[src/rtl/mux4_rr_arbiter.sv]
// Round-robin arbiter that time-shares a 4:1 bit mux among four requesters and registers the selected bit.
// Optional forced release after MAX_HOLD grant cycles is enabled by defining MUXARB_TIMEOUT_EN.
module mux4_rr_arbiter #(
    parameter int unsigned MAX_HOLD = 8
) (
    input  logic       clk,
    input  logic       resetn,
    input  logic [3:0] req,
    input  logic [3:0] data_in,
    output logic [3:0] gnt,
    output logic [1:0] sel,
    output logic       busy,
    output logic       data_out
);

    typedef enum logic {
        IDLE  = 1'b0,
        GRANT = 1'b1
    } state_t;

    state_t     state_q, state_d;
    logic [1:0] last_q, last_d;
    logic [1:0] sel_q, sel_d;
    logic [3:0] gnt_q, gnt_d;
    logic [7:0] hold_cnt_q, hold_cnt_d;
    logic       data_out_q, data_out_d;

    logic [3:0] rot_req;
    logic [1:0] offset;
    logic [1:0] winner;
    logic       timeout;

    if (MAX_HOLD < 1 || MAX_HOLD > 255) begin : g_bad_max_hold
        $error("MAX_HOLD must be in 1..255");
    end

    // rot_req[k] is the request of the requester k+1 places after the last winner
    genvar gi;
    for (gi = 0; gi < 4; gi++) begin : g_rot
        assign rot_req[gi] = req[2'(last_q + 2'(gi + 1))];
    end

    always_comb begin
        offset = 2'd0;
        for (int k = 3; k >= 0; k--) begin
            if (rot_req[k]) begin
                offset = 2'(k);
            end
        end
        winner = last_q + offset + 2'd1;
    end

`ifdef MUXARB_TIMEOUT_EN
    assign timeout = (hold_cnt_q == 8'(MAX_HOLD));
`else
    assign timeout = 1'b0;
`endif

    always_comb begin
        state_d    = state_q;
        sel_d      = sel_q;
        gnt_d      = gnt_q;
        last_d     = last_q;
        hold_cnt_d = hold_cnt_q;
        data_out_d = (state_q == GRANT) ? data_in[sel_q] : 1'b0;
        case (state_q)
            IDLE: begin
                if (|req) begin
                    state_d    = GRANT;
                    sel_d      = winner;
                    gnt_d      = 4'b0001 << winner;
                    last_d     = winner;
                    hold_cnt_d = 8'd1;
                end else begin
                    gnt_d = 4'b0000;
                end
            end
            GRANT: begin
                // release always passes through IDLE, so other requests wait for the next arbitration
                if (timeout || !req[sel_q]) begin
                    state_d = IDLE;
                    gnt_d   = 4'b0000;
                end else if (hold_cnt_q != 8'hFF) begin
                    hold_cnt_d = hold_cnt_q + 8'd1;
                end
            end
            default: begin
                state_d = IDLE;
                gnt_d   = 4'b0000;
            end
        endcase
    end

    always_ff @(posedge clk or negedge resetn) begin
        if (!resetn) begin
            state_q    <= IDLE;
            last_q     <= 2'd3;
            sel_q      <= 2'd0;
            gnt_q      <= 4'b0000;
            hold_cnt_q <= 8'd0;
            data_out_q <= 1'b0;
        end else begin
            state_q    <= state_d;
            last_q     <= last_d;
            sel_q      <= sel_d;
            gnt_q      <= gnt_d;
            hold_cnt_q <= hold_cnt_d;
            data_out_q <= data_out_d;
        end
    end

    assign gnt      = gnt_q;
    assign sel      = sel_q;
    assign busy     = (state_q == GRANT);
    assign data_out = data_out_q;

endmodule

[config.mk]
export PLATFORM = sky130hd
export DESIGN_NAME = mux4_rr_arbiter
export DESIGN_NICKNAME = d
export VERILOG_FILES = /design/src/rtl/mux4_rr_arbiter.sv
export SDC_FILE = /design/constraint.sdc
export NUM_CORES = 1
export LEC_CHECK = 0
export BUFFER_PORTS_ARGS = -buffer_cell sky130_fd_sc_hd__buf_2
export CAP_MARGIN = 20
export CORE_MARGIN = 3
export CORE_UTILIZATION = 49
export DETAILED_ROUTE_END_ITERATION = 10
export GPL_TIMING_DRIVEN = 0
export HOLD_SLACK_MARGIN = 0.15
export PLACE_DENSITY = 0.85
export SKIP_CTS_REPAIR_TIMING = 1
export SLEW_MARGIN = 40
export SYNTH_ARGS = -nofsm -noshare
export SYNTH_HDL_FRONTEND = slang
export SYNTH_SLANG_ARGS = --single-unit
[constraint.sdc]
create_clock -name clk -period 2.6 [get_ports clk]
set_input_delay 0.13 -clock clk [delete_from_list [all_inputs] [get_ports clk]]
set_output_delay 0.13 -clock clk [all_outputs]
set_load 0.01 [all_outputs]
== Word level (Yosys, flattened, before mapping) ==
Index checks and enable logic that the tools add are counted.

* Register bits: 10
* Word-level logic and storage cells: 43

* Equal/unequal tests: 1
* Magnitude comparators: 5
* Bitwise gates (word level): 1
* Add/sub/neg operators: 5
* Multiplexer cells: 23
* Reduce and logical (&&, ||, !) cells: 2
* Shifts and indexed selects: 1

{| class="wikitable"
|+ Operators with widths
! kind !! count
|-
| $lt A2 B3 Y1 const B || 5
|-
| $bmux W1 S2 || 6
|-
| $mux W1 || 9
|-
| $mux W2 || 4
|-
| $mux W4 || 2
|-
| $pmux W4 S2 || 1
|-
| $add A2 B1 Y2 const B || 2
|-
| $add A2 B2 Y2 const B || 2
|-
| $reduce_or A4 Y1 || 1
|-
| $shl A1 B2 Y4 const A || 1
|-
| $add A2 B2 Y2 || 1
|-
| $ne A2 B2 Y1 const B || 1
|-
| $pmux W1 S2 || 1
|-
| $reduce_and A2 Y1 || 1
|-
| $not A1 Y1 || 1
|}

== Depth between registers and ports, before layout ==
Gate-level depths: netlist of run 1.

* Word-level depth: 11
* Depth in mapped cells: 9
* Mapped depth without buffers: 8

== Least setup slack after synthesis of run 1 ==
Ideal clock, no wire load.

* Path kind: reg2reg
* Start point: register last_q[1]
* End point: register sel_q[1] (netlist: sel[1])
* Setup slack: 0.609 ns
* Cell stages (with the launch flop): 10
* Period minus slack after synthesis: 1.991 ns
* Library setup time: 0.125 ns
* Buffers on the path: 1
* Arrival: 1.866 ns
* Cell sequence: dfstp_2 -> buf_2 -> nand2_1 -> a21oi_1 -> o22ai_1 -> o21ai_0 -> ha_1 -> xnor2_1 -> xnor2_2 -> mux2_2

* Cells in the longest elaborated chain, start to end: 8
* Elaborated cells on any way between the ends: 17

{| class="wikitable"
|+ RTL lines
! item !! line !! source
|-
| start: declaration || 22 || <nowiki>logic [1:0] last_q, last_d;</nowiki>
|-
| start signal: assignment || 104 || <nowiki>last_q <= last_d;</nowiki>
|-
| $add A2 B2 Y2 / $bmux W1 S2 (equally long branches) || 40 || <nowiki>assign rot_req[gi] = req[2'(last_q + 2'(gi + 1))];</nowiki>
|-
| $bmux W1 S2 / $mux W1 (equally long branches) || 40 ||
|-
| $mux W1 (implied by the code) / $mux W2 (equally long branches) || 40, 46 ||
|-
| $mux W2 (3 in series) || 46 || <nowiki>if (rot_req[k]) begin</nowiki>
|-
| $add A2 B2 Y2 (*) || 50 || <nowiki>winner = last_q + offset + 2'd1;</nowiki>
|-
| $add A2 B1 Y2 (*) || 50 ||
|-
| end signal: assignment || 105 || <nowiki>sel_q <= sel_d;</nowiki>
|-
| end: declaration || 23 || <nowiki>logic [1:0] sel_q, sel_d;</nowiki>
|}

Every way passes the cells marked *; elsewhere a longest branch is shown, timed or not. The select of a mux whose other input is x is not followed.
A chain may end at the register's enable or synchronous reset.

== Final worst setup path of run 1 ==
* Start point: register last_q[1]
* End point: register gnt_q[2] (netlist: gnt[2])

* Cells in the longest elaborated chain, start to end: 11
* Elaborated cells on any way between the ends: 20

{| class="wikitable"
|+ RTL lines
! item !! line !! source
|-
| $add A2 B2 Y2 / $bmux W1 S2 (equally long branches) || 40 ||
|-
| $bmux W1 S2 / $mux W1 (equally long branches) || 40 ||
|-
| $mux W1 (implied by the code) / $mux W2 (equally long branches) || 40, 46 ||
|-
| $mux W2 (3 in series) || 46 ||
|-
| $add A2 B2 Y2 (*) || 50 ||
|-
| $add A2 B1 Y2 (*) || 50 ||
|-
| $shl A1 B2 Y4 (*) || 71 || <nowiki>gnt_d = 4'b0001 << winner;</nowiki>
|-
| $mux W4 (*) || 68 || <nowiki>if (|req) begin</nowiki>
|-
| $pmux W4 S2 (*) || 66 || <nowiki>case (state_q)</nowiki>
|-
| end signal: assignment || 106 || <nowiki>gnt_q <= gnt_d;</nowiki>
|-
| end: declaration || 24 || <nowiki>logic [3:0] gnt_q, gnt_d;</nowiki>
|}

Marked as above.

==> results.cfg, run 1 <==
[logic_synthesis]
ys_ff_latch = 10
synth_warnings = 0
yosys.cell_types.count = 34
yosysTopAreaCellShare_pct = 30.6
synth-seq-area-share_pct = 38.6
syn_inst = 61
synth_enable_flop_cells = 0
synth_flop_cell = dfrtp_1
syn_avg_cell_area_um2 = 10.7
async_flop_share_pct = 100
yosysMostFrequentCell = dfrtp_1
synth_area_um2 = 654
synth_common_cells = dfrtp_1 (8), nand2_1 (6)
synth.area.top_cells = dfrtp_1 (31%), dfstp_2 (8.0%), a311oi_4 (4.0%)
synth_top_cell_by_area = dfrtp_1
syn-num-nets = 73

[layout]
final_net_count = 95
regArea_um2 = 253
utilization_pct = 68.2
multi_input_area_um2 = 370
diodes = 0
fillers = 99
syn2layout_area_growth_pct = 22.0
drive_gt1_share_pct = 40.2

[sta]
min_period_ns = 2.21
fmax_ghz = 0.452
slew_violations = 0
setup_viol = 0
setup_tns_ns = 0
rsz0062_at_grt = no
maxSlewHeadroom_pct = 73.0
hold_viol_final = 0
tightestPinTransition_ns = 0.401
skew_ns = 0.0106
fin_crit_sh_pct = 85.1

[die]
top_level_ports = 18
die_area_um2 = 1810
die_w_um = 42.5
core_area_um2 = 1170
start_util_pct = 55.9
die_h_um = 42.5
num_rows = 12

[clock_tree]
cts_made_buffers = 3
root_buffer = clkbuf_4
cts_max_level = 1
clockBufferDepth = 2
cts_tree = done
clock_latency_ns = 0.27
cts.sinks = 10
clk_pin_slew_ns = 0.07

[power_and_ir_drop]
p_seq_share_pct = 30.6
p_per_area_nw_per_um2 = 1180
power_switching_mw = 0.369
leakage_nw = 0.389
p_clk_share_pct = 14.8
power.internal_mw = 0.576
vdd_drop_max_mv = 0.890
swShare_pct = 39.1
combPwrFrac_pct = 54.6
total_power_mw = 0.945

[run]
cap_violations = 0

[global_routing]
grt_max_degree = 11
grt_pass1_vias = 475
antenna_found_initial = 0
grt_pass1_wl_um = 2180
grt_usage_pct = 17.1
overflow = 0

[critical_path]
critPathMaxFanout = 7
timing.critical_path.required_ns = 2.75
crit_path_end_kind = register
start_kind = register
cp.arrival_ns = 2.37
critPathKind = reg -> reg

[placed_design]
port_buffers = 16
gp_congestion = 0.814
hpwl_um = 1020

[drt]
met1Wirelength_um = 551
drtIter0Drc = 11
wl_met3_um = 94
drc = 0
top_layer_used = met4
vias_per_cell = 5.45
drtPass1Iterations = 4
ant_nets = 0
routed_wl_um = 1280
wl_met2_um = 608
wire_per_inst_um = 13.3
vias = 523

[hold_path]
hold_class = in -> async

[status]
status = finished clean
## power by group through the flow
stage          Sequential, mW  Combinational [mW]  Clock (mW)
6_report                0.289               0.516       0.140
5_1_grt                 0.303               0.588       0.151
4_1_cts                 0.290               0.522       0.144
3_5_place_dp            0.294               0.518           0
3_3_place_gp            0.288               0.508           0
2_1_floorplan           0.305               0.375           0
## layer usage
layer  track usage (%)  up-vias
met5                 0        -
li1                  -      260
met4              9.32        0
met2              24.3       14
met3              8.15        4
met1              20.9      245
## critical path: stages (launching register included)
cell and delay, ns:
dfstp_2 0.51, buf_2 0.17, nand2_1 0.07, a21oi_1 0.14
o22ai_1 0.09, o21ai_0 0.27, ha_1 0.26, xnor2_1 0.18
xnor2_2 0.13, a32o_2 0.28
## cell type report
cell class | instances | share of cell area [%]
Buffer | 3 | 2.51
Clock buffer | 4 | 4.55
Inverter | 3 | 1.41
Multi-Input combinational cell | 45 | 46.4
Sequential cell | 10 | 31.7
Tap cell | 14 | 2.19
Timing Repair Buffer | 17 | 11.3
## state kept, by name, indices dropped and copies added (netlist names)
name,flops
busy,1
last_q,2
sel,2
gnt,4
data_out,1
## per-stage QoR
stage          setup slack, ns  hold WS [ns]  cells  instance area [um^2]
5_1_grt                  0.206         0.255     96                   798
4_1_cts                  0.358        -0.298     95                   788
3_3_place_gp             0.438      -0.00707     91                   752
3_5_place_dp             0.371      -0.00208     91                   752
6_report                 0.387         0.238     96                   798
2_1_floorplan            0.609        -0.166     61                   654
## cell usage in the layout (no fill, tap or decap)
cell	count
buf_6	1
nand2b_1	1
a2bb2oi_1	1
dlygate4sd3_1	1
dfstp_2	2
o21a_1	1
mux4_2	1
xnor2_2	1
a311oi_4	1
nand2_1	6
o22ai_1	1
o221ai_1	1
ha_1	2
mux2i_1	2
mux2_2	1
clkbuf_1	1
dfrtp_1	8
nor2_1	3
a21boi_0	1
and2_1	3
o21ai_2	1
o31ai_1	1
or2_2	2
nor3_1	2
a22o_2	1
clkbuf_8	1
nor4_1	1
o21ai_0	3
a21oi_1	1
a32o_2	1
nor2b_1	2
clkbuf_4	3
xnor2_1	2
mux4_1	1
buf_2	17
or3b_1	1
inv_1	3
## worst paths after layout
check	endpoint	slack [ns]	startpoint	cells past startpoint
max	gnt[2]	0.39	last_q[1]	9
min	busy	0.24	resetn	2
max reg2reg	gnt[2]	0.39	last_q[1]	9
min reg2reg	gnt[0]	0.48	gnt[0]	2
max in group asynchronous	last_q[0]	2.09	resetn	2
min in group clk	data_out	0.30	data_in[0]	3
## kinds of logic after synthesis
family                   share of synthesized area [%]
AND/OR/NAND/NOR                                   16.6
AO/OA/AOI/OAI                                     18.7
flip-flops                                        38.6
buffers and inverters                             4.78
multiplexers                                      12.2
XOR/XNOR                                          5.16
adder cells (fa/ha/maj)                           3.82
Note: power is estimated with default switching activity, not from simulation.
==> run 2: changes to the inputs <==
--- a/config.mk
+++ b/config.mk
@@ -7,12 +7,14 @@
 export LEC_CHECK = 0
 export BUFFER_PORTS_ARGS = -buffer_cell sky130_fd_sc_hd__buf_2
 export CAP_MARGIN = 20
+export CELL_PAD_IN_SITES_DETAIL_PLACEMENT = 1
+export CELL_PAD_IN_SITES_GLOBAL_PLACEMENT = 1
 export CORE_MARGIN = 3
-export CORE_UTILIZATION = 49
+export CORE_UTILIZATION = 38
 export DETAILED_ROUTE_END_ITERATION = 10
 export GPL_TIMING_DRIVEN = 0
 export HOLD_SLACK_MARGIN = 0.15
-export PLACE_DENSITY = 0.85
+export PLACE_DENSITY = 0.86
 export SKIP_CTS_REPAIR_TIMING = 1
 export SLEW_MARGIN = 40
 export SYNTH_ARGS = -nofsm -noshare
==> results.cfg, run 2 (same netlist as run 1, synthesis figures left out) <==
[placed_design]
placed_cell_area_um2 = 754
hpwl_um = 1210
port_buffers = 16
pre_cts_ws_ns = 0.323
gp_congestion = 0.695

[layout]
diodes = 0
fillers = 182
drive_gt1_share_pct = 40.2
layout_commonest_cell = buf_2
stdcell_area_um2 = 801
layout_common_cells = buf_2 (17), dfrtp_1 (8), nand2_1 (6)
syn2layout_area_growth_pct = 22.4
largest_register_ff_count = 4
final_net_count = 95

[clock_tree]
clock_latency_ns = 0.26
cts.sinks = 10
cts_made_buffers = 3
cts_max_level = 1
clk_pin_slew_ns = 0.07
root_buffer = clkbuf_4
cts_tree = done
clockBufferDepth = 2

[power_and_ir_drop]
leakage_nw = 0.389
p_per_area_nw_per_um2 = 1200
vdd_drop_max_mv = 0.567
total_power_mw = 0.961

[critical_path]
crit_path_end_kind = register
reg2reg_depth = 9
slowest_delay_ns = 0.51
path_cells = buf_2 -> nand2_1 -> a21oi_1 -> o22ai_1 -> o21ai_0 -> ha_1 -> xnor2_1 -> xnor2_2 -> mux2_2
cpMaxStageDelayCell = dfstp_2
r2r-start = last_q[1]
r2r_slack_ns = 0.33
critPathMaxFanout = 7
critPathKind = reg -> reg
cp.arrival_ns = 2.42
start_kind = register
r2r_end = sel[1]
timing.critical_path.required_ns = 2.75

[sta]
maxSlewHeadroom_pct = 78.5
fin_crit_sh_pct = 87.2
rsz0062_at_grt = no
min_period_ns = 2.27
skew_ns = 0.00502
setup_viol = 0
slew_violations = 0
hold_viol_final = 0
fmax_ghz = 0.441
layout_setup_ws_ns = 0.334
setup_tns_ns = 0
tightestPinTransition_ns = 0.320

[drt]
drc = 0
drtIter0Drc = 2
drtPass1Iterations = 2
wire_per_inst_um = 15.0
routed_wl_um = 1470
vias_per_cell = 5.39
vias = 528
ant_nets = 0

[die]
die_w_um = 47.5
start_util_pct = 42.0
die_h_um = 47.5
num_rows = 14
die_area_um2 = 2260
top_level_ports = 18
core_area_um2 = 1560

[global_routing]
overflow = 0
antenna_found_initial = 0
grt_pass1_vias = 514
grt_pass1_wl_um = 2250
grt_usage_pct = 14.7
grt_max_degree = 11

[hold_path]
hold_class = in -> async

[run]
cap_violations = 0

[status]
status = finished clean
[run 2: cell counts in the layout (fill, tap and decap cells not counted)]
Identical to the previous run, type by type.
[run 2: worst max-delay path: cells and delay by family, from the launching register on]
| family | cells | cell delay, ns |
|---|---|---|
| buf+inv | 1 | 0.18 |
| compound gates | 3 | 0.51 |
| mux | 1 | 0.29 |
| xor+xnor | 2 | 0.32 |
| flops | 1 | 0.51 |
| simple gates | 1 | 0.07 |
| fa+ha+maj | 1 | 0.28 |
[run 2: report_power, final]
part           internal [mW]  switching [mW]
logic                  0.258           0.276
clock network         0.0850          0.0531
registers              0.236          0.0543
total                  0.578           0.383
[run 2: routing by layer]
| metal | up-vias | GRT usage [%] | routed length [um] |
|---|---|---|---|
| met4 | 0 | 1.66 | 0 |
| met3 | 0 | 6.77 | 92 |
| met2 | 14 | 25.9 | 755 |
| li1 | 261 | - | - |
| met1 | 253 | 16.8 | 623 |
| met5 | - | 0 | 0 |
[run 2: metrics by stage]
stage,std cells,util [%],hold slack (ns)
6_report,98,51.4,0.259
5_1_grt,98,51.4,0.276
4_1_cts,97,50.7,-0.281
3_5_place_dp,93,48.4,0.00233
3_3_place_gp,93,48.4,-0.00467
2_1_floorplan,61,-,-0.166
[run 2: worst max path at each step]
stage | slack, ns | from | endpoint
after floorplan | 0.61 | last_q[1] | sel[1]
after global placement | 0.40 | last_q[1] | gnt[2]
after detailed placement | 0.32 | last_q[1] | sel[1]
after CTS | 0.31 | last_q[1] | sel[1]
after global routing | 0.19 | last_q[1] | sel[1]
final | 0.33 | last_q[1] | sel[1]
[run 2: area by class of cell]
type | count | area (um^2) | area share (%)
Buffer | 3 | 20.0 | 2.50
Clock buffer | 4 | 36.3 | 4.53
Inverter | 3 | 11.3 | 1.41
Multi-Input combinational cell | 45 | 370 | 46.2
Sequential cell | 10 | 253 | 31.6
Tap cell | 16 | 20.0 | 2.50
Timing Repair Buffer | 17 | 90.1 | 11.2
==> run 3: changes to the inputs <==
--- a/config.mk
+++ b/config.mk
@@ -7,7 +7,7 @@
 export LEC_CHECK = 0
 export BUFFER_PORTS_ARGS = -buffer_cell sky130_fd_sc_hd__buf_2
 export CAP_MARGIN = 20
-export CELL_PAD_IN_SITES_DETAIL_PLACEMENT = 1
+export CELL_PAD_IN_SITES_DETAIL_PLACEMENT = 0
 export CELL_PAD_IN_SITES_GLOBAL_PLACEMENT = 1
 export CORE_MARGIN = 3
 export CORE_UTILIZATION = 38
==> results.cfg, run 3 (same netlist as run 1, synthesis figures left out) <==
[status]
status = finished clean

[clock_tree]
cts.sinks = 10
clock_latency_ns = 0.26
cts_made_buffers = 3
clk_pin_slew_ns = 0.07
root_buffer = clkbuf_4
cts_max_level = 1
clockBufferDepth = 2
cts_tree = done

[critical_path]
timing.critical_path.required_ns = 2.75
start_kind = register
critPathTopFamily = flip-flops
path_cells = buf_2 -> nand2_1 -> a21oi_1 -> o22ai_1 -> o21ai_0 -> ha_1 -> xnor2_1 -> xnor2_2 -> mux2_2
critPathMaxFanout = 7
critPathKind = reg -> reg
crit_buf_inv = 1
slowest_delay_ns = 0.51
crit_path_end_kind = register
cp.arrival_ns = 2.38
cpMaxStageDelayCell = dfstp_2

[power_and_ir_drop]
vdd_drop_max_mv = 0.572
total_power_mw = 0.952
p_per_area_nw_per_um2 = 1190
leakage_nw = 0.389

[layout]
diodes = 0
utilization_pct = 51.4
largest_register_ff_count = 4
fillers = 143
layout_commonest_cell = buf_2
layout_common_cells = buf_2 (17), dfrtp_1 (8), nand2_1 (6)
final_net_count = 95
stdcell_area_um2 = 801
drive_gt1_share_pct = 40.2
syn2layout_area_growth_pct = 22.4

[placed_design]
port_buffers = 16
pre_cts_ws_ns = 0.348
gp_congestion = 0.695
hpwl_um = 1010
placed_cell_area_um2 = 754

[sta]
setup_viol = 0
setup_tns_ns = 0
layout_setup_ws_ns = 0.368
skew_ns = 0.00605
slew_violations = 0
fin_crit_sh_pct = 85.9
tightestPinTransition_ns = 0.321
rsz0062_at_grt = no
fmax_ghz = 0.448
min_period_ns = 2.23
hold_viol_final = 0
maxSlewHeadroom_pct = 78.5

[run]
cap_violations = 0

[drt]
vias_per_cell = 5.19
drc = 0
drtIter0Drc = 3
wire_per_inst_um = 13.3
routed_wl_um = 1300
vias = 509
ant_nets = 0
drtPass1Iterations = 2

[die]
die_h_um = 47.5
core_area_um2 = 1560
start_util_pct = 42.0
die_w_um = 47.5
die_area_um2 = 2260
num_rows = 14
top_level_ports = 18

[global_routing]
grt_pass1_wl_um = 2000
grt_pass1_vias = 477
overflow = 0
antenna_found_initial = 0
grt_usage_pct = 12.9
grt_max_degree = 11

[hold_path]
hold_class = in -> async
-- run 3: cell type report --
cell class / count / area (um^2) / area share [%]
inverters: 3 / 11.3 / 1.41
clock buffers: 4 / 36.3 / 4.53
well taps: 16 / 20.0 / 2.50
repair buffers: 17 / 90.1 / 11.2
plain buffers: 3 / 20.0 / 2.50
multi-input cells: 45 / 370 / 46.2
flip-flops and latches: 10 / 253 / 31.6
-- run 3: final timing paths --
| kind | from | to | slack [ns] | depth (start not counted) |
|---|---|---|---|---|
| min in group clk | data_in[0] | data_out | 0.30 | 3 |
| worst min-delay path | resetn | gnt[3] | 0.25 | 2 |
| max in group asynchronous | resetn | last_q[1] | 2.09 | 2 |
| worst max register to register | last_q[1] | sel[1] | 0.37 | 9 |
| worst min register to register | gnt[1] | gnt[1] | 0.48 | 2 |
| worst max-delay path | last_q[1] | sel[1] | 0.37 | 9 |
-- run 3: per-stage QoR --
| stage | hold slack, ns | cells |
|---|---|---|
| finish | 0.247 | 98 |
| global route | 0.263 | 98 |
| CTS | -0.282 | 97 |
| detailed placement | 0.000633 | 93 |
| global placement | -0.00467 | 93 |
| floorplan | -0.166 | 61 |
-- run 3: where the power goes --
| part | switching [mW] | leakage [nW] | internal, mW |
|---|---|---|---|
| combinational | 0.270 | 0.245 | 0.257 |
| sequential | 0.0526 | 0.123 | 0.236 |
| clock | 0.0523 | 0.0210 | 0.0849 |
| total | 0.375 | 0.389 | 0.577 |
-- run 3: layer usage --
layer | GRT usage (%) | part of all wire (%) | wire, um
met5 | 0 | 0 | 0
met4 | 1.66 | 0 | 0
met3 | 6.77 | 7.1 | 92
met2 | 21.7 | 47 | 610
met1 | 14.9 | 46 | 595
